===== config.mk =====
export PLATFORM = sky130hd
export DESIGN_NAME = usb_trans_ctrl_flat
export DESIGN_NICKNAME = d
export VERILOG_FILES = /design/src/rtl/usb_trans_ctrl_if.sv /design/src/rtl/usb_trans_ctrl.sv /design/src/flat_wrapper.sv
export SDC_FILE = /design/constraint.sdc
export NUM_CORES = 1
export LEC_CHECK = 0
export BUFFER_PORTS_ARGS = -buffer_cell sky130_fd_sc_hd__buf_4
export CAP_MARGIN = 10
export CORE_AREA = 10 10 84 86
export DETAILED_ROUTE_END_ITERATION = 8
export DIE_AREA = 0 0 94 96
export PLACE_DENSITY = 0.56
export SLEW_MARGIN = 5
export SYNTH_ARGS = -nofsm -noshare
export SYNTH_HDL_FRONTEND = slang
export SYNTH_SLANG_ARGS = --single-unit

===== constraint.sdc =====
create_clock -name clk_i -period 2.6 [get_ports clk_i]
set_clock_uncertainty 0.15 [all_clocks]
set_input_delay 0.13 -clock clk_i [delete_from_list [all_inputs] [get_ports clk_i]]
set_output_delay 0.13 -clock clk_i [all_outputs]
set_load 0.01 [all_outputs]

===== src/rtl/usb_trans_ctrl_if.sv =====
// Signal bundle between the USB transaction sequencer and its surroundings:
// packet receiver, packet transmitter and endpoint buffer status/commit lines.
// The slave modport is the sequencer's view; the master modport is the view of
// whatever drives it (receiver/transmitter/buffers, or a testbench).
interface usb_trans_ctrl_if #(
  parameter int N_ENDP = 4
);
  // Device configuration
  logic [6:0]        dev_addr_i;
  // Packet receiver
  logic              rx_valid_i;
  logic              rx_err_i;
  logic [3:0]        rx_pid_i;
  logic [6:0]        rx_addr_i;
  logic [3:0]        rx_endp_i;
  // Endpoint buffer status
  logic [N_ENDP-1:0] in_ready_i;
  logic [N_ENDP-1:0] out_ready_i;
  logic [N_ENDP-1:0] stall_i;
  // Packet transmitter
  logic              tx_req_o;
  logic [3:0]        tx_pid_o;
  logic [3:0]        tx_endp_o;
  logic              tx_done_i;
  // Endpoint buffer commit/retry strobes
  logic [3:0]        endp_o;
  logic              in_ack_o;
  logic              in_retry_o;
  logic              out_commit_o;
  logic              out_discard_o;
  logic              setup_o;

  modport slave (
    input  dev_addr_i, rx_valid_i, rx_err_i, rx_pid_i, rx_addr_i, rx_endp_i,
    input  in_ready_i, out_ready_i, stall_i, tx_done_i,
    output tx_req_o, tx_pid_o, tx_endp_o,
    output endp_o, in_ack_o, in_retry_o, out_commit_o, out_discard_o, setup_o
  );

  modport master (
    output dev_addr_i, rx_valid_i, rx_err_i, rx_pid_i, rx_addr_i, rx_endp_i,
    output in_ready_i, out_ready_i, stall_i, tx_done_i,
    input  tx_req_o, tx_pid_o, tx_endp_o,
    input  endp_o, in_ack_o, in_retry_o, out_commit_o, out_discard_o, setup_o
  );
endinterface


===== src/rtl/usb_trans_ctrl.sv =====
// Device-side USB full-speed transaction sequencer. Filters decoded tokens by
// address/endpoint, chooses the response (DATAx, ACK, NAK, STALL or silence),
// owns the per-endpoint IN/OUT data toggles and the turnaround timeouts, and
// strobes the endpoint buffers to commit, discard, release or rewind.
module usb_trans_ctrl #(
  parameter int N_ENDP      = 4,
  parameter int TIMEOUT_CYC = 18 * 4
) (
  input logic            clk_i,
  input logic            rst_i,
  usb_trans_ctrl_if.slave bus
);

  // Endpoint index width; N_ENDP is at most 16 so this never exceeds 4 bits.
  localparam int EW = (N_ENDP > 1) ? $clog2(N_ENDP) : 1;
  localparam int TW = $clog2(TIMEOUT_CYC + 1);

  localparam logic [3:0] PID_OUT   = 4'h1;
  localparam logic [3:0] PID_IN    = 4'h9;
  localparam logic [3:0] PID_SETUP = 4'hD;
  localparam logic [3:0] PID_DATA0 = 4'h3;
  localparam logic [3:0] PID_DATA1 = 4'hB;
  localparam logic [3:0] PID_ACK   = 4'h2;
  localparam logic [3:0] PID_NAK   = 4'hA;
  localparam logic [3:0] PID_STALL = 4'hE;

  typedef enum logic [2:0] {
    IDLE,
    WAIT_DATA,
    TX_HS,
    TX_DATA,
    WAIT_ACK
  } state_t;

  state_t            state;
  logic [TW-1:0]     timer;
  logic              is_setup;
  logic [N_ENDP-1:0] in_tog;
  logic [N_ENDP-1:0] out_tog;

  logic              tx_req;
  logic [3:0]        tx_pid;
  logic [3:0]        tx_endp;
  logic [3:0]        endp;
  logic              in_ack;
  logic              in_retry;
  logic              out_commit;
  logic              out_discard;
  logic              setup;

  // Decoded view of the receiver inputs.
  logic [EW-1:0] rx_idx;
  logic [EW-1:0] cur_idx;
  logic          token_match;
  logic          rx_is_data;
  logic          rx_data_bit;
  logic          rx_is_ack;
  logic          rx_event;
  logic          expired;

  assign rx_idx      = bus.rx_endp_i[EW-1:0];
  assign cur_idx     = endp[EW-1:0];
  assign token_match = bus.rx_valid_i
                     && (bus.rx_pid_i == PID_OUT || bus.rx_pid_i == PID_IN
                         || bus.rx_pid_i == PID_SETUP)
                     && (bus.rx_addr_i == bus.dev_addr_i)
                     && (int'(bus.rx_endp_i) < N_ENDP);
  assign rx_is_data  = bus.rx_valid_i
                     && (bus.rx_pid_i == PID_DATA0 || bus.rx_pid_i == PID_DATA1);
  assign rx_data_bit = (bus.rx_pid_i == PID_DATA1);
  assign rx_is_ack   = bus.rx_valid_i && (bus.rx_pid_i == PID_ACK);
  assign rx_event    = bus.rx_valid_i || bus.rx_err_i;
  assign expired     = (timer == '0);

  // Transaction FSM: state, toggles, timeout counter and all registered outputs.
  always_ff @(posedge clk_i) begin
    // NOTE: sequential state uses non-blocking assignments so every register
    // samples the pre-edge values regardless of statement order in this block.
    if (rst_i) begin
      state       <= IDLE;
      timer       <= '0;
      is_setup    <= 1'b0;
      in_tog      <= '0;
      out_tog     <= '0;
      tx_req      <= 1'b0;
      tx_pid      <= 4'h0;
      tx_endp     <= 4'h0;
      endp        <= 4'h0;
      in_ack      <= 1'b0;
      in_retry    <= 1'b0;
      out_commit  <= 1'b0;
      out_discard <= 1'b0;
      setup       <= 1'b0;
    end else begin
      // Strobes default low so each one lasts exactly one cycle.
      in_ack      <= 1'b0;
      in_retry    <= 1'b0;
      out_commit  <= 1'b0;
      out_discard <= 1'b0;
      setup       <= 1'b0;

      case (state)
        IDLE: begin
          if (token_match) begin
            endp    <= bus.rx_endp_i;
            tx_endp <= bus.rx_endp_i;
            if (bus.rx_pid_i == PID_IN) begin
              tx_req <= 1'b1;
              if (bus.stall_i[rx_idx]) begin
                state  <= TX_HS;
                tx_pid <= PID_STALL;
              end else if (!bus.in_ready_i[rx_idx]) begin
                state  <= TX_HS;
                tx_pid <= PID_NAK;
              end else begin
                state  <= TX_DATA;
                tx_pid <= in_tog[rx_idx] ? PID_DATA1 : PID_DATA0;
              end
            end else begin
              state    <= WAIT_DATA;
              timer    <= TW'(TIMEOUT_CYC);
              is_setup <= (bus.rx_pid_i == PID_SETUP);
            end
          end
        end

        WAIT_DATA: begin
          if (rx_is_data) begin
            state  <= TX_HS;
            tx_req <= 1'b1;
            tx_pid <= PID_ACK;
            if (is_setup) begin
              // SETUP is always accepted and resynchronises both toggles.
              in_tog[cur_idx]  <= 1'b1;
              out_tog[cur_idx] <= 1'b1;
              out_commit       <= 1'b1;
              setup            <= 1'b1;
            end else if (bus.stall_i[cur_idx]) begin
              out_discard <= 1'b1;
              tx_pid      <= PID_STALL;
            end else if (!bus.out_ready_i[cur_idx]) begin
              out_discard <= 1'b1;
              tx_pid      <= PID_NAK;
            end else if (rx_data_bit != out_tog[cur_idx]) begin
              // Host missed our last ACK and resent: acknowledge, keep nothing.
              out_discard <= 1'b1;
            end else begin
              out_commit       <= 1'b1;
              out_tog[cur_idx] <= ~out_tog[cur_idx];
            end
          end else if (rx_event || expired) begin
            out_discard <= 1'b1;
            state       <= IDLE;
          end else begin
            timer <= timer - TW'(1);
          end
        end

        TX_HS: begin
          if (bus.tx_done_i) begin
            tx_req <= 1'b0;
            state  <= IDLE;
          end
        end

        TX_DATA: begin
          if (bus.tx_done_i) begin
            tx_req <= 1'b0;
            state  <= WAIT_ACK;
            timer  <= TW'(TIMEOUT_CYC);
          end
        end

        WAIT_ACK: begin
          if (rx_is_ack) begin
            in_ack          <= 1'b1;
            in_tog[cur_idx] <= ~in_tog[cur_idx];
            state           <= IDLE;
          end else if (rx_event || expired) begin
            in_retry <= 1'b1;
            state    <= IDLE;
          end else begin
            timer <= timer - TW'(1);
          end
        end

        default: state <= IDLE;
      endcase
    end
  end

  assign bus.tx_req_o      = tx_req;
  assign bus.tx_pid_o      = tx_pid;
  assign bus.tx_endp_o     = tx_endp;
  assign bus.endp_o        = endp;
  assign bus.in_ack_o      = in_ack;
  assign bus.in_retry_o    = in_retry;
  assign bus.out_commit_o  = out_commit;
  assign bus.out_discard_o = out_discard;
  assign bus.setup_o       = setup;

endmodule


===== src/flat_wrapper.sv =====
// flat-port wrapper written by rule: the top's interface ports become plain ports
module usb_trans_ctrl_flat 
#(
  parameter int N_ENDP      = 4,
  parameter int TIMEOUT_CYC = 18 * 4
)
  (clk_i, rst_i, bus_dev_addr_i, bus_rx_valid_i, bus_rx_err_i, bus_rx_pid_i, bus_rx_addr_i, bus_rx_endp_i, bus_in_ready_i, bus_out_ready_i, bus_stall_i, bus_tx_done_i, bus_tx_req_o, bus_tx_pid_o, bus_tx_endp_o, bus_endp_o, bus_in_ack_o, bus_in_retry_o, bus_out_commit_o, bus_out_discard_o, bus_setup_o);
  usb_trans_ctrl_if #(.N_ENDP(N_ENDP)) bus_i ();
  input logic clk_i;
  input logic rst_i;
  input wire logic [$bits(bus_i.dev_addr_i)-1:0] bus_dev_addr_i;
  input wire logic [$bits(bus_i.rx_valid_i)-1:0] bus_rx_valid_i;
  input wire logic [$bits(bus_i.rx_err_i)-1:0] bus_rx_err_i;
  input wire logic [$bits(bus_i.rx_pid_i)-1:0] bus_rx_pid_i;
  input wire logic [$bits(bus_i.rx_addr_i)-1:0] bus_rx_addr_i;
  input wire logic [$bits(bus_i.rx_endp_i)-1:0] bus_rx_endp_i;
  input wire logic [$bits(bus_i.in_ready_i)-1:0] bus_in_ready_i;
  input wire logic [$bits(bus_i.out_ready_i)-1:0] bus_out_ready_i;
  input wire logic [$bits(bus_i.stall_i)-1:0] bus_stall_i;
  input wire logic [$bits(bus_i.tx_done_i)-1:0] bus_tx_done_i;
  output wire logic [$bits(bus_i.tx_req_o)-1:0] bus_tx_req_o;
  output wire logic [$bits(bus_i.tx_pid_o)-1:0] bus_tx_pid_o;
  output wire logic [$bits(bus_i.tx_endp_o)-1:0] bus_tx_endp_o;
  output wire logic [$bits(bus_i.endp_o)-1:0] bus_endp_o;
  output wire logic [$bits(bus_i.in_ack_o)-1:0] bus_in_ack_o;
  output wire logic [$bits(bus_i.in_retry_o)-1:0] bus_in_retry_o;
  output wire logic [$bits(bus_i.out_commit_o)-1:0] bus_out_commit_o;
  output wire logic [$bits(bus_i.out_discard_o)-1:0] bus_out_discard_o;
  output wire logic [$bits(bus_i.setup_o)-1:0] bus_setup_o;
  assign bus_i.dev_addr_i = bus_dev_addr_i;
  assign bus_i.rx_valid_i = bus_rx_valid_i;
  assign bus_i.rx_err_i = bus_rx_err_i;
  assign bus_i.rx_pid_i = bus_rx_pid_i;
  assign bus_i.rx_addr_i = bus_rx_addr_i;
  assign bus_i.rx_endp_i = bus_rx_endp_i;
  assign bus_i.in_ready_i = bus_in_ready_i;
  assign bus_i.out_ready_i = bus_out_ready_i;
  assign bus_i.stall_i = bus_stall_i;
  assign bus_i.tx_done_i = bus_tx_done_i;
  assign bus_tx_req_o = bus_i.tx_req_o;
  assign bus_tx_pid_o = bus_i.tx_pid_o;
  assign bus_tx_endp_o = bus_i.tx_endp_o;
  assign bus_endp_o = bus_i.endp_o;
  assign bus_in_ack_o = bus_i.in_ack_o;
  assign bus_in_retry_o = bus_i.in_retry_o;
  assign bus_out_commit_o = bus_i.out_commit_o;
  assign bus_out_discard_o = bus_i.out_discard_o;
  assign bus_setup_o = bus_i.setup_o;
  usb_trans_ctrl #(.N_ENDP(N_ENDP), .TIMEOUT_CYC(TIMEOUT_CYC)) u_core (.clk_i(clk_i), .rst_i(rst_i), .bus(bus_i));
endmodule

Word-level counts from Yosys, hierarchy flattened
Index checks and enable logic that the tools add are counted.
Word-level totals
  flip-flop bits (word level): 33
  input port bits: 39
  word-level logic and storage cells: 152
Operators by class
  $add $sub $neg: 1
  order comparisons: 4
  equal/unequal tests: 25
  muxes and demuxes: 70
  bitwise gates (word level): 8
  reduce and logical (&&, ||, !) cells: 31
Operators with widths (number)
  2-to-1 mux 4 bit: 16
  2-to-1 mux 7 bit: 6
  one-hot mux 7 bit (4 select lines): 1
  2-to-1 mux 1 bit: 25
  2-to-1 mux 3 bit: 8
  != test 2 x 1 -> 1 bit, second input constant: 8
  one-hot mux 4 bit (2 select lines): 2
  one-hot mux 3 bit (5 select lines): 1
  binary-select mux 1 bit (select 2 bit): 7
  == test 4 bit, second input constant: 3
  != test 2 bit, second input constant: 5
  AND reduction 5 bit: 2
  bitwise mux 4 bit: 2
  == test 4 x 2 -> 1 bit, second input constant: 2
  OR 4 bit: 2
  AND reduction 4 bit: 2
  == test 7 bit: 1
  zero test 7 bit: 1
  subtractor 7 x 1 -> 7 bit, second input constant: 1
  == test 3 x 2 -> 1 bit, second input constant: 2
  logical AND 1 bit: 6
  < comparator 2 x 3 -> 1 bit, second input constant: 2
  inverter 1 bit: 6
  AND reduction 3 bit: 2
  other kinds (17): 26

Longest topological paths before layout
  depth in word-level cells: 9
  gate-level depth with buffers: 8

Least setup slack after synthesis
OpenSTA, ideal clock, no wires.
  path kind: register to register
  from: reg u_core.bus.tx_endp_o[0] (netlist name)
  to: reg u_core.out_tog[3]
  library setup time: 0.088 ns
  arrival time: 1.968 ns
  path slack: 0.394 ns
  cell stages (with the launch flop): 8
  path buffers: 1
  period minus slack after synthesis: 2.206 ns
  cells stage by stage: dfxtp_1 buf_6 mux4_2 xor2_1 a21oi_2 and2b_4 and3_4 a311oi_2
RTL lines
  to (signal, indexed assignment): line usb_trans_ctrl.sv:149  | out_tog[cur_idx] <= ~out_tog[cur_idx];
  to (decl): line usb_trans_ctrl.sv:39  | logic [N_ENDP-1:0] out_tog;

==> reports/qor_table.md <==
| Result | Value | Unit |
|---|---|---|
| Run status | finished, final reports clean | - |
| Post-synthesis area per instance | 9.01 | um2 |
| CP Cell Sequence | mux4_1 -> nor2b_1 -> o21ai_1 -> and2b_4 -> and3_4 -> a311oi_2 | - |
| Crit path max fanout | 7 | - |
| Die width | 94 | um |
| Global-route met2 utilization | 19.1 | % |
| Number of DRC violations after detailed routing | 0 | - |
| Estimated wirelength of the detail-placed design | 3930 | um |
| Library cell used as clock root buffer | sky130_fd_sc_hd__clkbuf_8 | - |
| Worst hold-check path type | primary input to flop | - |
| Antenna violations before repair | 0 | - |
| Routed vias/inst | 5.04 | - |
| Gr usage total | 11.4 | % |
| Wirelength per Cell | 15.0 | um |
| Crit path required time | 2.60 | ns |
| Library cell with the largest summed area after synthesis | sky130_fd_sc_hd__dfxtp_1 | - |
| DRC violation total after the first TritonRoute iteration | 58 | - |
| Vias in the first global route | 1688 | - |
| Peak-usage layer in the global routing report | met2 | - |
| Crit path capture type | flop | - |
| Critical Path Source Type | flop | - |
| Worst supply voltage drop on vdd | 0.218 | mV |
| Power density over cell area | 451 | nW/um2 |
| Area Growth Syn to Fin | 32.1 | % |
| Sinks on Clock Net | 33 | - |
| Wire length of the first global-routing pass | 8370 | um |
| Worst setup slack after placement | 0.392 | ns |
| Number of port buffers | 56 | - |
| Post-route minimum period | 2.21 | ns |
| FF-to-FF setup slack | 0.39 | ns |
| Number of maximum-capacitance constraint violations | 0 | - |
| Later-pin clock latency in the skew report | 0.28 | ns |
| Pin slew with the least headroom to its limit | 0.568 | ns |
| Post-synth top area share | 35.6 | % |
| Buffer depth of the longest clock path | 2 | - |
| Leading post-synthesis cells by cell area | sky130_fd_sc_hd__dfxtp_1 36%, sky130_fd_sc_hd__mux4_2 6.1%, sky130_fd_sc_hd__a21oi_1 5.7% | - |
| Count of endpoints failing hold in the final timing report | 0 | - |
| Delay of the slowest critical-path stage | 0.61 | ns |
| Final Max Slew Viols | 0 | - |
| Count of filler cells inserted in the layout | 558 | - |
| Number of enable flip-flop cells after synthesis | 0 | - |
| I/O Pins | 57 | - |
| Maximum number of pins on one net before global-route repair | 34 | - |
| Worst endpoint data arrival time | 2.21 | ns |
| Setup violation total in the final timing report | 0 | - |
| Overflow left after global routing | 0 | - |
| Post-Synthesis Cells | 206 | - |
| Sum Neg Setup Slack | 0 | ns |
| FP Rows | 27 | - |
| Overall die height | 96 | um |
| Synth Warn # | 0 | - |
| Post-route setup slack | 0.388 | ns |
| Clock slew at the register clock pins of the worst setup and hold paths | 0.06 | ns |
| Share of layout cells above drive strength 1 | 30.0 | % |
| Met1 Usage GRT | 13.8 | % |
| Kind of critical path | flop to flop | - |
| Distinct cell type count after synthesis | 51 | - |
| Final worst-path cycle share | 85.1 | % |
| Flop and latch count out of synthesis | 33 | - |
| Post-DRT Antenna Nets | 0 | - |
| Starting density of the core | 34.4 | % |
| Unrepaired setup endpoints after global routing | false | - |
| Final net count | 302 | - |
| TritonCTS clock tree | built | - |
| Post-cts gate resize count | 0 | - |
| Standard cell with the maximum stage delay on the critical path | sky130_fd_sc_hd__mux4_1 | - |
| Met3 capacity usage during global routing | 3.19 | % |
| Clock buffers created by TritonCTS | 5 | - |
| Async set-reset flop share out of synthesis | 0 | % |
| Post-Route WL | 5030 | um |
| Core region area | 5410 | um2 |
| Max frequency | 452 | MHz |
| Most common cell after layout, fill and taps aside | sky130_fd_sc_hd__buf_4 | - |
| Antenna Cells | 0 | - |
| Proportion of synthesized chip area in sequential cells | 35.6 | % |
| TritonRoute pass-1 iters | 4 | - |
| Count of vias placed by the detailed router | 1689 | - |
| Most common flop cell mapped by yosys | sky130_fd_sc_hd__dfxtp_1 | - |
| Leakage power | 0.968 | nW |
| Commonest cells after routing, fill and taps aside | 60 x sky130_fd_sc_hd__buf_4, 33 x sky130_fd_sc_hd__dfxtp_1, 23 x sky130_fd_sc_hd__nor2_1 | - |
| Worst-case headroom to the max-slew limit | 62.1 | % |
| Floorplan die area | 9020 | um2 |
| Number of levels in the clock H-tree | 2 | - |
| Global placer's final weighted congestion | 0.760 | - |
| Mapped Area | 1860 | um2 |
| Syn nets | 246 | - |
## power by group
part / internal (mW) / total (mW) / switching [mW]
Clock: 0.313 / 0.496 / 0.184
Sequential: 0.505 / 0.505 / 0.0000566
Combinational: 0.0615 / 0.104 / 0.0423
Total: 0.879 / 1.11 / 0.226
## state kept, by name, indices dropped and copies added (netlist names)
signal,flops
u_core.is_setup,1
u_core.bus.tx_pid_o,4
u_core.state,3
u_core.bus.out_discard_o,1
u_core.bus.setup_o,1
u_core.bus.tx_req_o,1
u_core.timer,7
u_core.out_tog,4
u_core.bus.in_retry_o,1
u_core.in_tog,4
u_core.bus.tx_endp_o,4
u_core.bus.out_commit_o,1
u_core.bus.in_ack_o,1
## timing repair
item,CTS,global route
hold endpoints to repair,1,0
setup buffers,0,0
hold buffers,1,0
endpoints found under the setup margin,0,0
## metal layers
layer  share of wire, %  routed length [um]
met3                5.9                 298
met4                1.3                  67
met5                  0                   0
met2                 48                2430
met1                 44                2240
## cell families after synthesis
kind of cell    share of synthesized area (%)
compound gates                           20.3
xor+xnor                                 3.77
fa+ha+maj                               0.674
buf+inv                                  5.05
flops                                    35.6
mux                                      11.6
simple gates                             23.0
## cell usage after synthesis, drive strengths merged (3+ instances only)
master  count
a211oi      8
a21oi      22
a311oi      4
a31oi       4
buf         5
clkbuf      7
dfxtp      33
inv         6
mux2i       5
mux4        7
nand2       9
nand2b      5
nand3       6
nand4       3
nor2       23
nor2b       6
nor3        3
nor4        4
o21a        3
o21ai       6
or3         4
xnor2       7
## worst max-delay path, delay by kind of cell (launching register included)
kind             cells  cell delay, ns
AND/OR/NAND/NOR      3            0.68
multiplexers         1            0.61
flip-flops           1            0.47
AO/OA/AOI/OAI        2            0.17
## through the flow
| step | power, mW | area, um2 | instances | utilization [%] | hold WS [ns] |
|---|---|---|---|---|---|
| finish | 1.11 | 2450 | 335 | 45.4 | 0.0111 |
| global route | 1.15 | 2450 | 335 | 45.4 | 0.0401 |
| CTS | 1.12 | 2450 | 335 | 45.4 | 0.0109 |
| detailed placement | 0.620 | 2330 | 326 | 43.0 | 0.269 |
| global placement | 0.620 | 2330 | 326 | 43.0 | 0.267 |
| floorplan | 0.560 | 1860 | 206 | - | 0.0697 |
## path summary, 6_finish.rpt
| kind | depth (start not counted) | endpoint | from |
|---|---|---|---|
| setup / recovery | 6 | u_core.out_tog[3]$_SDFFE_PP0P_ | u_core.bus.tx_endp_o[0]$_SDFFE_PP0P_ |
| hold / removal | 3 | u_core.bus.tx_endp_o[0]$_SDFFE_PP0P_ | bus_rx_endp_i[0] |
| setup reg to reg | 6 | u_core.out_tog[3]$_SDFFE_PP0P_ | u_core.bus.tx_endp_o[0]$_SDFFE_PP0P_ |
| hold reg to reg | 2 | u_core.bus.tx_pid_o[1]$_SDFFE_PP0P_ | u_core.bus.tx_pid_o[1]$_SDFFE_PP0P_ |
## final cells by class
type,instances,area (um2),area share [%]
sequential,33,661,26.9
timing repair buffer,61,460,18.8
clock buffer,7,86.3,3.52
clock inverter,1,30.0,1.22
inverter,6,22.5,0.918
tap,72,90.1,3.67
multi-input combinational,155,1100,44.9
No activity file was read; power rests on OpenSTA's default activity.
